## config.mk

```make
export PLATFORM = sky130hd
export DESIGN_NAME = ex_alu_md_flat
export DESIGN_NICKNAME = d
export VERILOG_FILES = /design/src/rtl/ex_alu_md_pkg.sv /design/src/rtl/ex_alu_md_if.sv /design/src/rtl/ex_muldiv_iter.sv /design/src/rtl/ex_alu_md.sv /design/src/flat_wrapper.sv
export SDC_FILE = /design/constraint.sdc
export NUM_CORES = 1
export LEC_CHECK = 0
export CORE_MARGIN = 1
export CORE_UTILIZATION = 45
export CTS_BUF_LIST = sky130_fd_sc_hd__clkbuf_4 sky130_fd_sc_hd__clkbuf_8
export CTS_CLUSTER_DIAMETER = 30
export DETAILED_ROUTE_END_ITERATION = 6
export SETUP_SLACK_MARGIN = 0.3
export SLEW_MARGIN = 40
export SYNTH_ARGS = -nofsm -noshare
export SYNTH_HDL_FRONTEND = slang
export SYNTH_SLANG_ARGS = --single-unit
```

## constraint.sdc

```tcl
create_clock -name clk -period 10.4 [get_ports clk]
set_input_delay 2.6 -clock clk [delete_from_list [all_inputs] [get_ports clk]]
set_output_delay 2.6 -clock clk [all_outputs]
set_load 0.03 [all_outputs]
```

## src/rtl/ex_alu_md_pkg.sv

```systemverilog
// Shared definitions for the execute unit: ALUOp encodings, FSM states and decode helpers.
// Op codes 0-3 match the old 4-op ALU so existing decode stays valid.
package ex_alu_md_pkg;

  typedef enum logic [3:0] {
    ALU_ADDU  = 4'h0,
    ALU_SUBU  = 4'h1,
    ALU_OR    = 4'h2,
    ALU_ADD   = 4'h3,
    ALU_SUB   = 4'h4,
    ALU_AND   = 4'h5,
    ALU_XOR   = 4'h6,
    ALU_NOR   = 4'h7,
    ALU_SLT   = 4'h8,
    ALU_SLTU  = 4'h9,
    ALU_SLL   = 4'hA,
    ALU_SRL   = 4'hB,
    ALU_SRA   = 4'hC,
    ALU_MULTU = 4'hD,
    ALU_DIVU  = 4'hE,
    ALU_MFHI  = 4'hF
  } aluop_e;

  typedef enum logic [1:0] {
    ST_IDLE = 2'd0,
    ST_MUL  = 2'd1,
    ST_DIV  = 2'd2,
    ST_DONE = 2'd3
  } state_e;

  function automatic logic is_multicycle(aluop_e op);
    return (op == ALU_MULTU) || (op == ALU_DIVU);
  endfunction

endpackage

```

## src/rtl/ex_alu_md_if.sv

```systemverilog
// Valid/ready operand and result bus between the pipeline and the execute unit.
interface ex_alu_md_if #(
  parameter int WIDTH   = 32,
  parameter int ALUOP_W = 4
);
  logic               flush;
  logic               in_valid;
  logic               in_ready;
  logic [ALUOP_W-1:0] ALUOp;
  logic [WIDTH-1:0]   rdata1;
  logic [WIDTH-1:0]   rdata2;
  logic [WIDTH-1:0]   imm32;
  logic               BSel;
  logic               out_valid;
  logic               out_ready;
  logic [WIDTH-1:0]   ALUout;
  logic               ovf;

  modport master (
    output flush, in_valid, ALUOp, rdata1, rdata2, imm32, BSel, out_ready,
    input  in_ready, out_valid, ALUout, ovf
  );

  modport slave (
    input  flush, in_valid, ALUOp, rdata1, rdata2, imm32, BSel, out_ready,
    output in_ready, out_valid, ALUout, ovf
  );
endinterface

```

## src/rtl/ex_muldiv_iter.sv

```systemverilog
// Iterative unsigned multiply (shift-add) / divide (restoring) engine, one bit per cycle.
// hi/lo hold the partial product, or the partial remainder/quotient, while busy.
module ex_muldiv_iter #(
  parameter int WIDTH = 32
) (
  input  logic             clk,
  input  logic             rst_n,
  input  logic             flush,
  input  logic             start,
  input  logic             is_div,
  input  logic [WIDTH-1:0] op1,
  input  logic [WIDTH-1:0] op2,
  output logic             done,
  output logic [WIDTH-1:0] hi,
  output logic [WIDTH-1:0] lo
);
  localparam int CW = $clog2(WIDTH);

  logic [CW-1:0]    count;
  logic             busy;
  logic             div_mode;
  logic [WIDTH-1:0] b;
  logic [WIDTH:0]   add_sum;
  logic [WIDTH:0]   trial;
  logic [WIDTH-1:0] hi_n;
  logic [WIDTH-1:0] lo_n;

  assign done = busy && (count == CW'(WIDTH - 1));

  // A borrow out of trial means the shifted remainder is below the divisor.
  always_comb begin
    hi_n    = hi;
    lo_n    = lo;
    add_sum = {1'b0, hi} + {1'b0, (lo[0] ? b : '0)};
    trial   = {hi, lo[WIDTH-1]} - {1'b0, b};
    if (div_mode) begin
      if (!trial[WIDTH]) begin
        hi_n = trial[WIDTH-1:0];
        lo_n = {lo[WIDTH-2:0], 1'b1};
      end else begin
        hi_n = {hi[WIDTH-2:0], lo[WIDTH-1]};
        lo_n = {lo[WIDTH-2:0], 1'b0};
      end
    end else begin
      {hi_n, lo_n} = {add_sum, lo[WIDTH-1:1]};
    end
  end

  always_ff @(posedge clk or negedge rst_n) begin
    if (!rst_n) begin
      busy     <= 1'b0;
      count    <= '0;
      div_mode <= 1'b0;
      b        <= '0;
      hi       <= '0;
      lo       <= '0;
    end else if (flush) begin
      busy  <= 1'b0;
      count <= '0;
    end else if (start) begin
      busy     <= 1'b1;
      count    <= '0;
      div_mode <= is_div;
      hi       <= '0;
      lo       <= is_div ? op1 : op2;
      b        <= is_div ? op2 : op1;
    end else if (busy) begin
      hi    <= hi_n;
      lo    <= lo_n;
      count <= count + CW'(1);
      if (done) busy <= 1'b0;
    end
  end

endmodule

```

## src/rtl/ex_alu_md.sv

```systemverilog
// Execute unit: single-cycle ALU ops plus iterative MULTU/DIVU into HI, with
// valid/ready handshakes on both sides and a registered, held result.
module ex_alu_md
  import ex_alu_md_pkg::*;
#(
  parameter int WIDTH   = 32,
  parameter int ALUOP_W = 4
) (
  input logic        clk,
  input logic        rst_n,
  ex_alu_md_if.slave bus
);
  localparam int SW = $clog2(WIDTH);

  state_e             state, state_n;
  aluop_e             opc;
  logic [ALUOP_W-1:0] op_raw;
  logic [WIDTH-1:0]   op1, op2, sum, diff, alu_res;
  logic [WIDTH-1:0]   hi_q, alu_out_q, eng_hi, eng_lo;
  logic [SW-1:0]      shamt;
  logic               alu_ovf, ovf_q, out_valid_q;
  logic               accept, start, eng_done, multi;

  assign op_raw = bus.ALUOp;
  assign opc    = aluop_e'(op_raw);
  assign op1    = bus.rdata1;
  assign op2    = bus.BSel ? bus.imm32 : bus.rdata2;
  assign shamt  = op2[SW-1:0];
  assign sum    = op1 + op2;
  assign diff   = op1 - op2;
  assign multi  = is_multicycle(opc);

  assign bus.in_ready  = (state == ST_IDLE) && (!out_valid_q || bus.out_ready);
  assign accept        = bus.in_valid && bus.in_ready;
  assign start         = accept && !bus.flush && multi;
  assign bus.out_valid = out_valid_q;
  assign bus.ALUout    = alu_out_q;
  assign bus.ovf       = ovf_q;

  ex_muldiv_iter #(.WIDTH(WIDTH)) u_muldiv (
    .clk    (clk),
    .rst_n  (rst_n),
    .flush  (bus.flush),
    .start  (start),
    .is_div (opc == ALU_DIVU),
    .op1    (op1),
    .op2    (op2),
    .done   (eng_done),
    .hi     (eng_hi),
    .lo     (eng_lo)
  );

  always_comb begin
    alu_res = '0;
    alu_ovf = 1'b0;
    case (opc)
      ALU_ADDU: alu_res = sum;
      ALU_SUBU: alu_res = diff;
      ALU_OR:   alu_res = op1 | op2;
      ALU_ADD: begin
        alu_res = sum;
        alu_ovf = (op1[WIDTH-1] == op2[WIDTH-1]) && (sum[WIDTH-1] != op1[WIDTH-1]);
      end
      ALU_SUB: begin
        alu_res = diff;
        alu_ovf = (op1[WIDTH-1] != op2[WIDTH-1]) && (diff[WIDTH-1] != op1[WIDTH-1]);
      end
      ALU_AND:  alu_res = op1 & op2;
      ALU_XOR:  alu_res = op1 ^ op2;
      ALU_NOR:  alu_res = ~(op1 | op2);
      ALU_SLT:  alu_res = WIDTH'($signed(op1) < $signed(op2));
      ALU_SLTU: alu_res = WIDTH'(op1 < op2);
      ALU_SLL:  alu_res = op1 << shamt;
      ALU_SRL:  alu_res = op1 >> shamt;
      ALU_SRA:  alu_res = $signed(op1) >>> shamt;
      ALU_MFHI: alu_res = hi_q;
      default:  alu_res = '0;
    endcase
  end

  always_ff @(posedge clk or negedge rst_n) begin
    if (!rst_n) state <= ST_IDLE;
    else        state <= state_n;
  end

  always_comb begin
    state_n = state;
    case (state)
      ST_IDLE: begin
        if (accept && opc == ALU_MULTU)     state_n = ST_MUL;
        else if (accept && opc == ALU_DIVU) state_n = ST_DIV;
      end
      ST_MUL, ST_DIV: if (eng_done) state_n = ST_DONE;
      ST_DONE: state_n = ST_IDLE;
      default: state_n = ST_IDLE;
    endcase
    if (bus.flush) state_n = ST_IDLE;
  end

  // LO is only observable through ALUout, so only HI gets an architectural register.
  always_ff @(posedge clk or negedge rst_n) begin
    if (!rst_n) begin
      out_valid_q <= 1'b0;
      alu_out_q   <= '0;
      ovf_q       <= 1'b0;
      hi_q        <= '0;
    end else if (bus.flush) begin
      out_valid_q <= 1'b0;
    end else if (accept) begin
      out_valid_q <= !multi;
      if (!multi) begin
        alu_out_q <= alu_res;
        ovf_q     <= alu_ovf;
      end
    end else if (state == ST_DONE) begin
      hi_q        <= eng_hi;
      alu_out_q   <= eng_lo;
      ovf_q       <= 1'b0;
      out_valid_q <= 1'b1;
    end else if (out_valid_q && bus.out_ready) begin
      out_valid_q <= 1'b0;
    end
  end

endmodule

```

## src/flat_wrapper.sv

```systemverilog
// flat-port wrapper written by rule: the top's interface ports become plain ports
module ex_alu_md_flat import ex_alu_md_pkg::*;
#(
  parameter int WIDTH   = 32,
  parameter int ALUOP_W = 4
)
  (clk, rst_n, bus_flush, bus_in_valid, bus_ALUOp, bus_rdata1, bus_rdata2, bus_imm32, bus_BSel, bus_out_ready, bus_in_ready, bus_out_valid, bus_ALUout, bus_ovf);
  ex_alu_md_if #(.WIDTH(WIDTH), .ALUOP_W(ALUOP_W)) bus_i ();
  input logic clk;
  input logic rst_n;
  input wire logic [$bits(bus_i.flush)-1:0] bus_flush;
  input wire logic [$bits(bus_i.in_valid)-1:0] bus_in_valid;
  input wire logic [$bits(bus_i.ALUOp)-1:0] bus_ALUOp;
  input wire logic [$bits(bus_i.rdata1)-1:0] bus_rdata1;
  input wire logic [$bits(bus_i.rdata2)-1:0] bus_rdata2;
  input wire logic [$bits(bus_i.imm32)-1:0] bus_imm32;
  input wire logic [$bits(bus_i.BSel)-1:0] bus_BSel;
  input wire logic [$bits(bus_i.out_ready)-1:0] bus_out_ready;
  output wire logic [$bits(bus_i.in_ready)-1:0] bus_in_ready;
  output wire logic [$bits(bus_i.out_valid)-1:0] bus_out_valid;
  output wire logic [$bits(bus_i.ALUout)-1:0] bus_ALUout;
  output wire logic [$bits(bus_i.ovf)-1:0] bus_ovf;
  assign bus_i.flush = bus_flush;
  assign bus_i.in_valid = bus_in_valid;
  assign bus_i.ALUOp = bus_ALUOp;
  assign bus_i.rdata1 = bus_rdata1;
  assign bus_i.rdata2 = bus_rdata2;
  assign bus_i.imm32 = bus_imm32;
  assign bus_i.BSel = bus_BSel;
  assign bus_i.out_ready = bus_out_ready;
  assign bus_in_ready = bus_i.in_ready;
  assign bus_out_valid = bus_i.out_valid;
  assign bus_ALUout = bus_i.ALUout;
  assign bus_ovf = bus_i.ovf;
  ex_alu_md #(.WIDTH(WIDTH), .ALUOP_W(ALUOP_W)) u_core (.clk(clk), .rst_n(rst_n), .bus(bus_i));
endmodule
```

### Yosys cells after proc, flatten, opt, wreduce, memory -nomap -nowiden

Cells that the tools add are included.

| cells by class | value |
|---|---|
| add/sub/neg operators | 5 |
| order comparisons | 2 |
| equality and inequality tests | 26 |
| shifts and indexed selects | 3 |
| multiplexer cells | 36 |
| bitwise operators | 6 |
| reductions and logical operators | 29 |

Operators with widths:

| kind | number |
|---|---|
| 2-to-1 mux 32 bit | 14 |
| case mux 32 bit (12 select lines) | 1 |
| less-than comparator 32 bit | 2 |
| adder 32 x 32 -> 33 bit | 1 |
| subtractor 33 x 32 -> 33 bit | 1 |
| adder 32 bit | 1 |
| AND 32 bit | 1 |
| equality test 4 bit, second input constant | 8 |
| inverter 32 bit | 1 |
| OR 32 bit | 1 |
| << shifter 32 x 5 -> 32 bit | 1 |
| right shift 32 x 5 -> 32 bit | 1 |
| >>> shifter 32 x 5 -> 32 bit | 1 |
| subtractor 32 bit | 1 |
| bitwise XOR 32 bit | 1 |
| equality test 4 x 3 -> 1 bit, second input constant | 4 |
| 2-to-1 mux 5 bit | 3 |
| 2-to-1 mux 1 bit | 12 |
| logical AND 1 bit | 10 |
| equality test 4 x 2 -> 1 bit, second input constant | 2 |
| 2-to-1 mux 2 bit | 4 |
| case mux 2 bit (3 select lines) | 1 |
| AND reduction 2 bit | 3 |
| AND reduction 3 bit | 2 |
| other kinds (20) | 30 |

| storage, ports and cells | value |
|---|---|
| bits in registers | 171 |
| input port bits | 106 |
| word-level logic and storage cells | 118 |

### Depth between registers and ports, before layout

Gate-level depths: netlist (run 1).

| logic depth | value |
|---|---|
| depth in word-level cells | 9 |
| mapped depth | 17 |
| depth with buffers taken out | 13 |

### Modules after synthesis

Synthesis (run 1) repeated with hierarchy kept, for this count alone.

| unflattened totals | value |
|---|---|
| cell total of the unflattened synthesis | 2,862 |
| area, all modules | 21,757.1 µm² |

Modules (own cells, without submodules):

| module | times used | cells each | area an instance (µm²) | seq. area each (µm²) |
|---|---|---|---|---|
| ex_alu_md | 1 | 1,761 | 12,677.2 | 1,701.6 |
| ex_muldiv_iter | 1 | 1,101 | 9,080.0 | 2,577.5 |

### Worst setup path before layout (run 1)

Ideal clock, no wire load.

| timing | value |
|---|---|
| path type | input to register |
| start | input port bus_BSel |
| end | register u_core.alu_out_q[24], in the netlist u_core.bus.ALUout[24] |
| data arrival time | 6.538 ns |
| required time | 10.282 ns |
| slack | 3.744 ns |
| stages on the path | 15 |
| path buffers | 4 |
| cells stage by stage | buf_6 buf_2 buf_1 mux2i_1 ha_1 buf_2 or4_4 or4_1 a2111o_1 o21a_1 a31oi_4 a21oi_1 o31ai_2 o22ai_1 a21o_1 |

| on the way | value |
|---|---|
| cells in the longest elaborated chain, start to end | 6 |
| elaborated cells between the ends (all ways) | 13 |
| those cells by class | add/sub: 2; shift: 3; mux: 4; bitwise: 4 |

RTL lines:

| item | line | source |
|---|---|---|
| start: declaration | flat_wrapper.sv:17 | `input wire logic [$bits(bus_i.BSel)-1:0] bus_BSel;` |
| 2-to-1 mux 32 bit (*) | ex_alu_md.sv:27 | `assign op2 = bus.BSel ? bus.imm32 : bus.rdata2;` |
| branches (longest 2 deep; another with subtractor 32 bit) | n/a |  |
| case mux 32 bit (12 select lines) (*) | ex_alu_md.sv:56 | `case (opc)` |
| 2-to-1 mux 32 bit (*) | ex_alu_md.sv:111 | `if (!multi) begin` |
| 2-to-1 mux 32 bit (*) | ex_alu_md.sv:109 | `end else if (accept) begin` |
| end signal: assignment | ex_alu_md.sv:112 | `alu_out_q <= alu_res;` |
| end signal: assignment | ex_alu_md.sv:117 | `alu_out_q <= eng_lo;` |
| end: declaration | ex_alu_md.sv:19 | `logic [WIDTH-1:0] hi_q, alu_out_q, eng_hi, eng_lo;` |

Mark *: on every way between the ends. The select of a mux whose other input is x is not followed.
A chain may end at the register's enable or synchronous reset.

### Worst setup path in the final report (run 1)

| timing | value |
|---|---|
| start | input port bus_BSel |
| end | register u_core.alu_out_q[28], in the netlist u_core.bus.ALUout[28] |

Same word-level chain as after synthesis.

==> impl_metrics.env, run 1 <==
export IMPL_status="finished, violations left"
export IMPL_violations="design-rule violations"
export IMPL_cts_setup_buffers=0
export IMPL_grt_pass1_vias=22600
export IMPL_setup_ws_ns=3.23
export IMPL_arrival_ns=7.63
export IMPL_p_total_mw=5.65
export IMPL_netlist_top_cells_count="nand2_1 (321), nor2_1 (290), o21ai_0 (252)"
export IMPL_drtPass1Iterations=7
export IMPL_drv_slew=0
export IMPL_rsz0062_at_grt="false"
export IMPL_synthTopCellsByArea="dfrtp_1 (19%), ha_1 (9.6%), mux2i_1 (8.0%)"
export IMPL_cts_tree="done"
export IMPL_netlist_area_leader_share_pct=19.2
export IMPL_ir_drop_mv=0.244
export IMPL_overflow=0
export IMPL_critical_path_depth=14
export IMPL_io_pins=141
export IMPL_async_reset_ff_share_pct=100
export IMPL_ys_types=95
export IMPL_synth_seq_area_share_pct=19.2
export IMPL_syn_num_nets=3257
export IMPL_ys_ff_latch=171
export IMPL_root_buffer="clkbuf_8"
export IMPL_critPathLaunchType="input pin"
export IMPL_initialDrtViolationCount=3312
export IMPL_synthMostInstantiatedCell="nand2_1"
export IMPL_r2r_cells=14
export IMPL_netlist_area_um2=22300
export IMPL_dpl_cell_area_um2=24100
export IMPL_yosys_area_top_type="dfrtp_1"
export IMPL_layout_min_cycle_time_ns=7.17
export IMPL_gp_congestion=1.05
export IMPL_crit_slowest_cell="nor3_1"
export IMPL_critPathRequiredTime_ns=10.86
export IMPL_htreeDepth=4
export IMPL_cpPeakStageDelay_ns=0.78
export IMPL_grt_first_pass_wirelength_um=150000
export IMPL_cts_resized=0
export IMPL_setup_violations_final=0
export IMPL_portBuffers=140
export IMPL_hold_viol_final=0
export IMPL_rows=81
export IMPL_pre_cts_ws_ns=2.73
export IMPL_postLayoutCoreUtil_pct=50.5
export IMPL_viasPerCell=6.75
export IMPL_antenna_left=0
export IMPL_skew_ns=0.0296
export IMPL_routed_wl_um=102000
export IMPL_grt_max_degree=102
export IMPL_max_freq_mhz=139
export IMPL_path_buf_inv=3
export IMPL_die_area_um2=50400
export IMPL_track_usage_pct=39.8
export IMPL_hold_buffers=0
export IMPL_design_area_um2=24600
export IMPL_tightest_slew_ns=0.955
export IMPL_ys_dominant_reg_cell="dfrtp_1"
export IMPL_min_path_type="flip-flop to flip-flop"
export IMPL_vias=24500
export IMPL_drive_gt1_share_pct=7.40
export IMPL_cts_buffers=17
export IMPL_dp_hpwl_um=75200
export IMPL_period_share_pct=69.0
export IMPL_critPathTopFamily="compound AO/OA/AOI/OAI gates"
export IMPL_fp_dieH_um=224
export IMPL_area_growth_pct=10.6
export IMPL_drc=1
export IMPL_cap_viol_max_count=0
export IMPL_clock_sinks=171
export IMPL_holdPathStages=2
export IMPL_routedWlPerCell_um=28.0
export IMPL_relSlewSlack_pct=35.8
export IMPL_path_clk_slew_ns=0.13
export IMPL_dp_cells=3602
export IMPL_clk_latency_ns=0.59
export IMPL_syn_avg_cell_area_um2=7.48
export IMPL_whs_ns=0.509
export IMPL_critPathMaxFanout=53
export IMPL_antenna_found_initial=3
export IMPL_power_density_nw_per_um2=229
export IMPL_core_area_um2=48800
export IMPL_nets=3240
export IMPL_clock_path_buffers=2
export IMPL_ys_warn_count=0
export IMPL_final_cells=3638
export IMPL_tns_ns=0
export IMPL_setup_worst_path_end_class="flip-flop"
export IMPL_crit_chain="buf_2, mux2i_4, buf_4, inv_2, fa_1, a21o_1, a211oi_1, o211ai_1, o2111a_1, nor3_1, o21ai_0, a21oi_1, mux2i_1, a31oi_1"
export IMPL_worstSetupPathType="input pin to flip-flop"
export IMPL_synth_edf_count=0
export IMPL_leakage_nw=10.8
export IMPL_fp_dieW_um=224
export IMPL_start_util_pct=45.6
export IMPL_syn_instance_count=2976
==> kinds of logic after synthesis <==
| kind of cell | count (synthesis) | share of synthesized area, % |
|---|---|---|
| AO/OA/AOI/OAI | 992 | 29.2 |
| XOR/XNOR | 63 | 2.48 |
| adder cells (fa/ha/maj) | 175 | 9.96 |
| buffers and inverters | 380 | 6.58 |
| flip-flops | 171 | 19.2 |
| multiplexers | 253 | 13.3 |
| AND/OR/NAND/NOR | 942 | 19.2 |
==> state kept, by name, summed over array words and instances, names as in the netlist <==
signal                    count
u_core.bus.ALUout            32
u_core.bus.out_valid          1
u_core.bus.ovf                1
u_core.hi_q                  32
u_core.state                  2
u_core.u_muldiv.b            32
u_core.u_muldiv.busy          1
u_core.u_muldiv.count         5
u_core.u_muldiv.div_mode      1
u_core.u_muldiv.hi           32
u_core.u_muldiv.lo           32
==> path summary, 6_finish.rpt <==
kind / startpoint / to / slack [ns]
setup / recovery: bus_BSel / u_core.bus.ALUout[28]$_DFFE_PN0P_ / 3.23
hold / removal: u_core.bus.ALUout[9]$_DFFE_PN0P_ / u_core.bus.ALUout[9]$_DFFE_PN0P_ / 0.51
setup reg to reg: u_core.u_muldiv.lo[31]$_DFFE_PN0P_ / u_core.u_muldiv.hi[18]$_DFFE_PN0P_ / 5.22
hold reg to reg: u_core.bus.ALUout[9]$_DFFE_PN0P_ / u_core.bus.ALUout[9]$_DFFE_PN0P_ / 0.51
max in group asynchronous: rst_n / u_core.u_muldiv.div_mode$_DFFE_PN0P_ / 7.21
min in group asynchronous: rst_n / u_core.u_muldiv.lo[3]$_DFFE_PN0P_ / 1.97
==> where the power goes <==
| group | switching, mW | internal, mW | leakage [nW] |
|---|---|---|---|
| Clock | 0.354 | 0.191 | 0.218 |
| Combinational | 2.25 | 1.51 | 8.36 |
| Sequential | 0.423 | 0.925 | 2.19 |
==> layout by cell type, fill, tap and decap left out, types with 54 or more instances in the layout <==
| cell | count |
|---|---|
| a21oi_1 | 250 |
| inv_1 | 141 |
| nor3_1 | 56 |
| nor2_1 | 284 |
| clkdlybuf4s50_1 | 137 |
| mux2i_1 | 175 |
| buf_4 | 54 |
| nand2_1 | 319 |
| o21ai_0 | 252 |
| nand3_1 | 63 |
| ha_1 | 171 |
| dfrtp_1 | 169 |
==> tightest hold or removal path: cells and delay by family (launching register included) <==
kind             cells  cell delay (ns)
AND/OR/NAND/NOR      1             0.05
AO/OA/AOI/OAI        1             0.05
flip-flops           1             0.38
==> area by class of cell <==
class / count / area (µm²)
clock buffer: 17 / 234
clock inverter: 15 / 209
timing repair buffer: 199 / 1880
tap: 664 / 831
antenna: 2 / 5.00
inverter: 145 / 547
multi-input combinational: 2425 / 16700
fill: 4802 / 24200
sequential: 171 / 4290
==> layer usage <==
layer / vias up / share of wire (%) / global-route usage [%]
met2: 1424 / 43 / 60.2
met1: 12000 / 42 / 55.1
met4: 0 / 4.4 / 16.9
met5: - / 0 / 0
met3: 269 / 10 / 7.55
li1: 10900 / - / -
Power figures use the tool's default switching activity.
==> inputs of run 2 (changes only) <==
--- a/config.mk
+++ b/config.mk
@@ -10,6 +10,7 @@
 export CTS_BUF_LIST = sky130_fd_sc_hd__clkbuf_4 sky130_fd_sc_hd__clkbuf_8
 export CTS_CLUSTER_DIAMETER = 30
 export DETAILED_ROUTE_END_ITERATION = 6
+export PLACE_DENSITY = 0.66
 export SETUP_SLACK_MARGIN = 0.3
 export SLEW_MARGIN = 40
 export SYNTH_ARGS = -nofsm -noshare
==> constraint.sdc (replaced) <==
create_clock -name clk -period 6.42 [get_ports clk]
set_input_delay 1.605 -clock clk [delete_from_list [all_inputs] [get_ports clk]]
set_output_delay 1.605 -clock clk [all_outputs]
set_load 0.03 [all_outputs]
==> impl_metrics.env, run 2 (synthesis gave the netlist of run 1 again) <==
export IMPL_tns_ns=0
export IMPL_routedWlPerCell_um=27.8
export IMPL_arrival_ns=5.79
export IMPL_switchingPower_mw=4.79
export IMPL_hold_viol_final=0
export IMPL_layout_min_cycle_time_ns=5.31
export IMPL_tightest_slew_ns=0.927
export IMPL_grt_first_pass_wirelength_um=152000
export IMPL_grt_util_met1_pct=54.3
export IMPL_critPathRequiredTime_ns=6.90
export IMPL_layout_commonest_cell="nand2_1"
export IMPL_final_cell_mix="nand2_1 (319), nor2_1 (284), o21ai_0 (251)"
export IMPL_dp_hpwl_um=78300
export IMPL_cts_resized=0
export IMPL_overflow=0
export IMPL_fp_dieH_um=224
export IMPL_cts_buffers=17
export IMPL_clock_path_buffers=2
export IMPL_cap_viol_max_count=0
export IMPL_nets=3288
export IMPL_setup_violations_final=0
export IMPL_drtPass1Iterations=7
export IMPL_gr_max_usage_layer="met2"
export IMPL_antenna_found_initial=2
export IMPL_root_buffer="clkbuf_8"
export IMPL_portBuffers=140
export IMPL_initialDrtViolationCount=3360
export IMPL_rsz0062_at_grt="false"
export IMPL_area_growth_pct=12.2
export IMPL_sw_frac_of_total_pct=52.3
export IMPL_core_area_um2=48800
export IMPL_ff_latch_area_um2=4280
export IMPL_drv_slew=0
export IMPL_grt_max_degree=95
export IMPL_track_usage_pct=40.3
export IMPL_cts_tree="done"
export IMPL_violations="design-rule violations"
export IMPL_max_freq_mhz=188
export IMPL_ir_drop_mv=0.363
export IMPL_routed_wl_um=102000
export IMPL_critPathMaxFanout=52
export IMPL_relSlewSlack_pct=37.2
export IMPL_status="finished, violations left"
export IMPL_power_frac_seq_pct=23.5
export IMPL_viasPerCell=6.71
export IMPL_worstSetupPathType="input pin to flip-flop"
export IMPL_leakage_nw=11.0
export IMPL_cts_setup_buffers=0
export IMPL_critPathLaunchType="input pin"
export IMPL_rows=81
export IMPL_start_util_pct=45.6
export IMPL_p_comb_share_pct=67.2
export IMPL_clk_latency_ns=0.58
export IMPL_path_clk_slew_ns=0.11
export IMPL_period_share_pct=82.7
export IMPL_drive_gt1_share_pct=8.74
export IMPL_gp_congestion=1.05
export IMPL_multi_input_area_um2=16700
export IMPL_io_pins=141
export IMPL_drc=12
export IMPL_grt_use_met2_pct=60.9
export IMPL_use_met3_pct=9.34
export IMPL_antenna_left=0
export IMPL_power_density_nw_per_um2=366
export IMPL_die_area_um2=50400
export IMPL_p_int_mw=4.36
export IMPL_nFillCells=4855
export IMPL_clock_sinks=171
export IMPL_final_cells=3684
export IMPL_hold_buffers=0
export IMPL_htreeDepth=4
export IMPL_dp_cells=3651
export IMPL_fp_dieW_um=224
export IMPL_setup_worst_path_end_class="flip-flop"
export IMPL_vias=24700
export IMPL_grt_pass1_vias=23300
export IMPL_min_path_type="flip-flop to flip-flop"
export IMPL_clkPwrFrac_pct=9.4
export IMPL_skew_ns=0.0222
==> run 2: layer usage <==
metal	routed length [µm]	part of all wire, %
met1	41600	41
met2	44400	43
met3	11600	11
met4	4730	4.6
met5	13	0.013
==> run 2: worst paths after layout <==
path	start	end	slack, ns	depth (start not counted)
max	bus_BSel	u_core.bus.ALUout[21]$_DFFE_PN0P_	1.11	15
min	u_core.bus.ALUout[3]$_DFFE_PN0P_	u_core.bus.ALUout[3]$_DFFE_PN0P_	0.51	2
max reg2reg	u_core.u_muldiv.lo[31]$_DFFE_PN0P_	u_core.u_muldiv.hi[5]$_DFFE_PN0P_	1.73	14
min reg2reg	u_core.bus.ALUout[3]$_DFFE_PN0P_	u_core.bus.ALUout[3]$_DFFE_PN0P_	0.51	2
max in group asynchronous	rst_n	u_core.bus.ALUout[24]$_DFFE_PN0P_	4.21	3
min in group asynchronous	rst_n	u_core.u_muldiv.hi[4]$_DFFE_PN0P_	0.92	1
==> run 2: layout make-up <==
type / instances / area share, %
Multi-Input combinational cell: 2425 / 66.6
Sequential cell: 171 / 17.1
Timing Repair Buffer: 247 / 9.11
Tap cell: 664 / 3.32
Inverter: 145 / 2.19
Clock buffer: 20 / 1.08
Clock inverter: 11 / 0.536
Antenna cell: 1 / 0.0100
==> run 2: critical path, stage by stage <==
cell      delay [ns]
buf_2           0.17
buf_12          0.23
mux2i_4         0.28
buf_4           0.62
ha_1            0.39
a21oi_1         0.18
o21bai_1        0.15
a31o_2          0.29
o31ai_1         0.54
o31ai_1         0.18
buf_4           0.20
a31o_2          0.30
o221ai_1        0.18
nand2_1         0.14
a311oi_1        0.29
==> run 2: metrics by stage <==
stage | hold slack (ns) | worst slack [ns] | power (mW) | cell area (µm²) | utilization [%]
floorplan | 0.463 | 0.759 | 6.14 | 22300 | -
global placement | 0.480 | 0.635 | 7.99 | 24500 | 50.2
detailed placement | 0.488 | 0.615 | 8.10 | 24600 | 50.3
CTS | 0.511 | 1.23 | 8.98 | 25000 | 51.1
global route | 0.538 | 0.959 | 9.74 | 25000 | 51.2
finish | 0.505 | 1.11 | 9.15 | 25000 | 51.2
==> run 2: power groups by stage <==
stage | registers [mW] | logic, mW | clock network (mW)
final | 2.15 | 6.14 | 0.858
after global routing | 2.18 | 6.66 | 0.906
after CTS | 2.11 | 6.01 | 0.869
after detailed placement | 2.12 | 5.98 | 0
after global placement | 2.12 | 5.87 | 0
after floorplan | 1.99 | 4.15 | 0
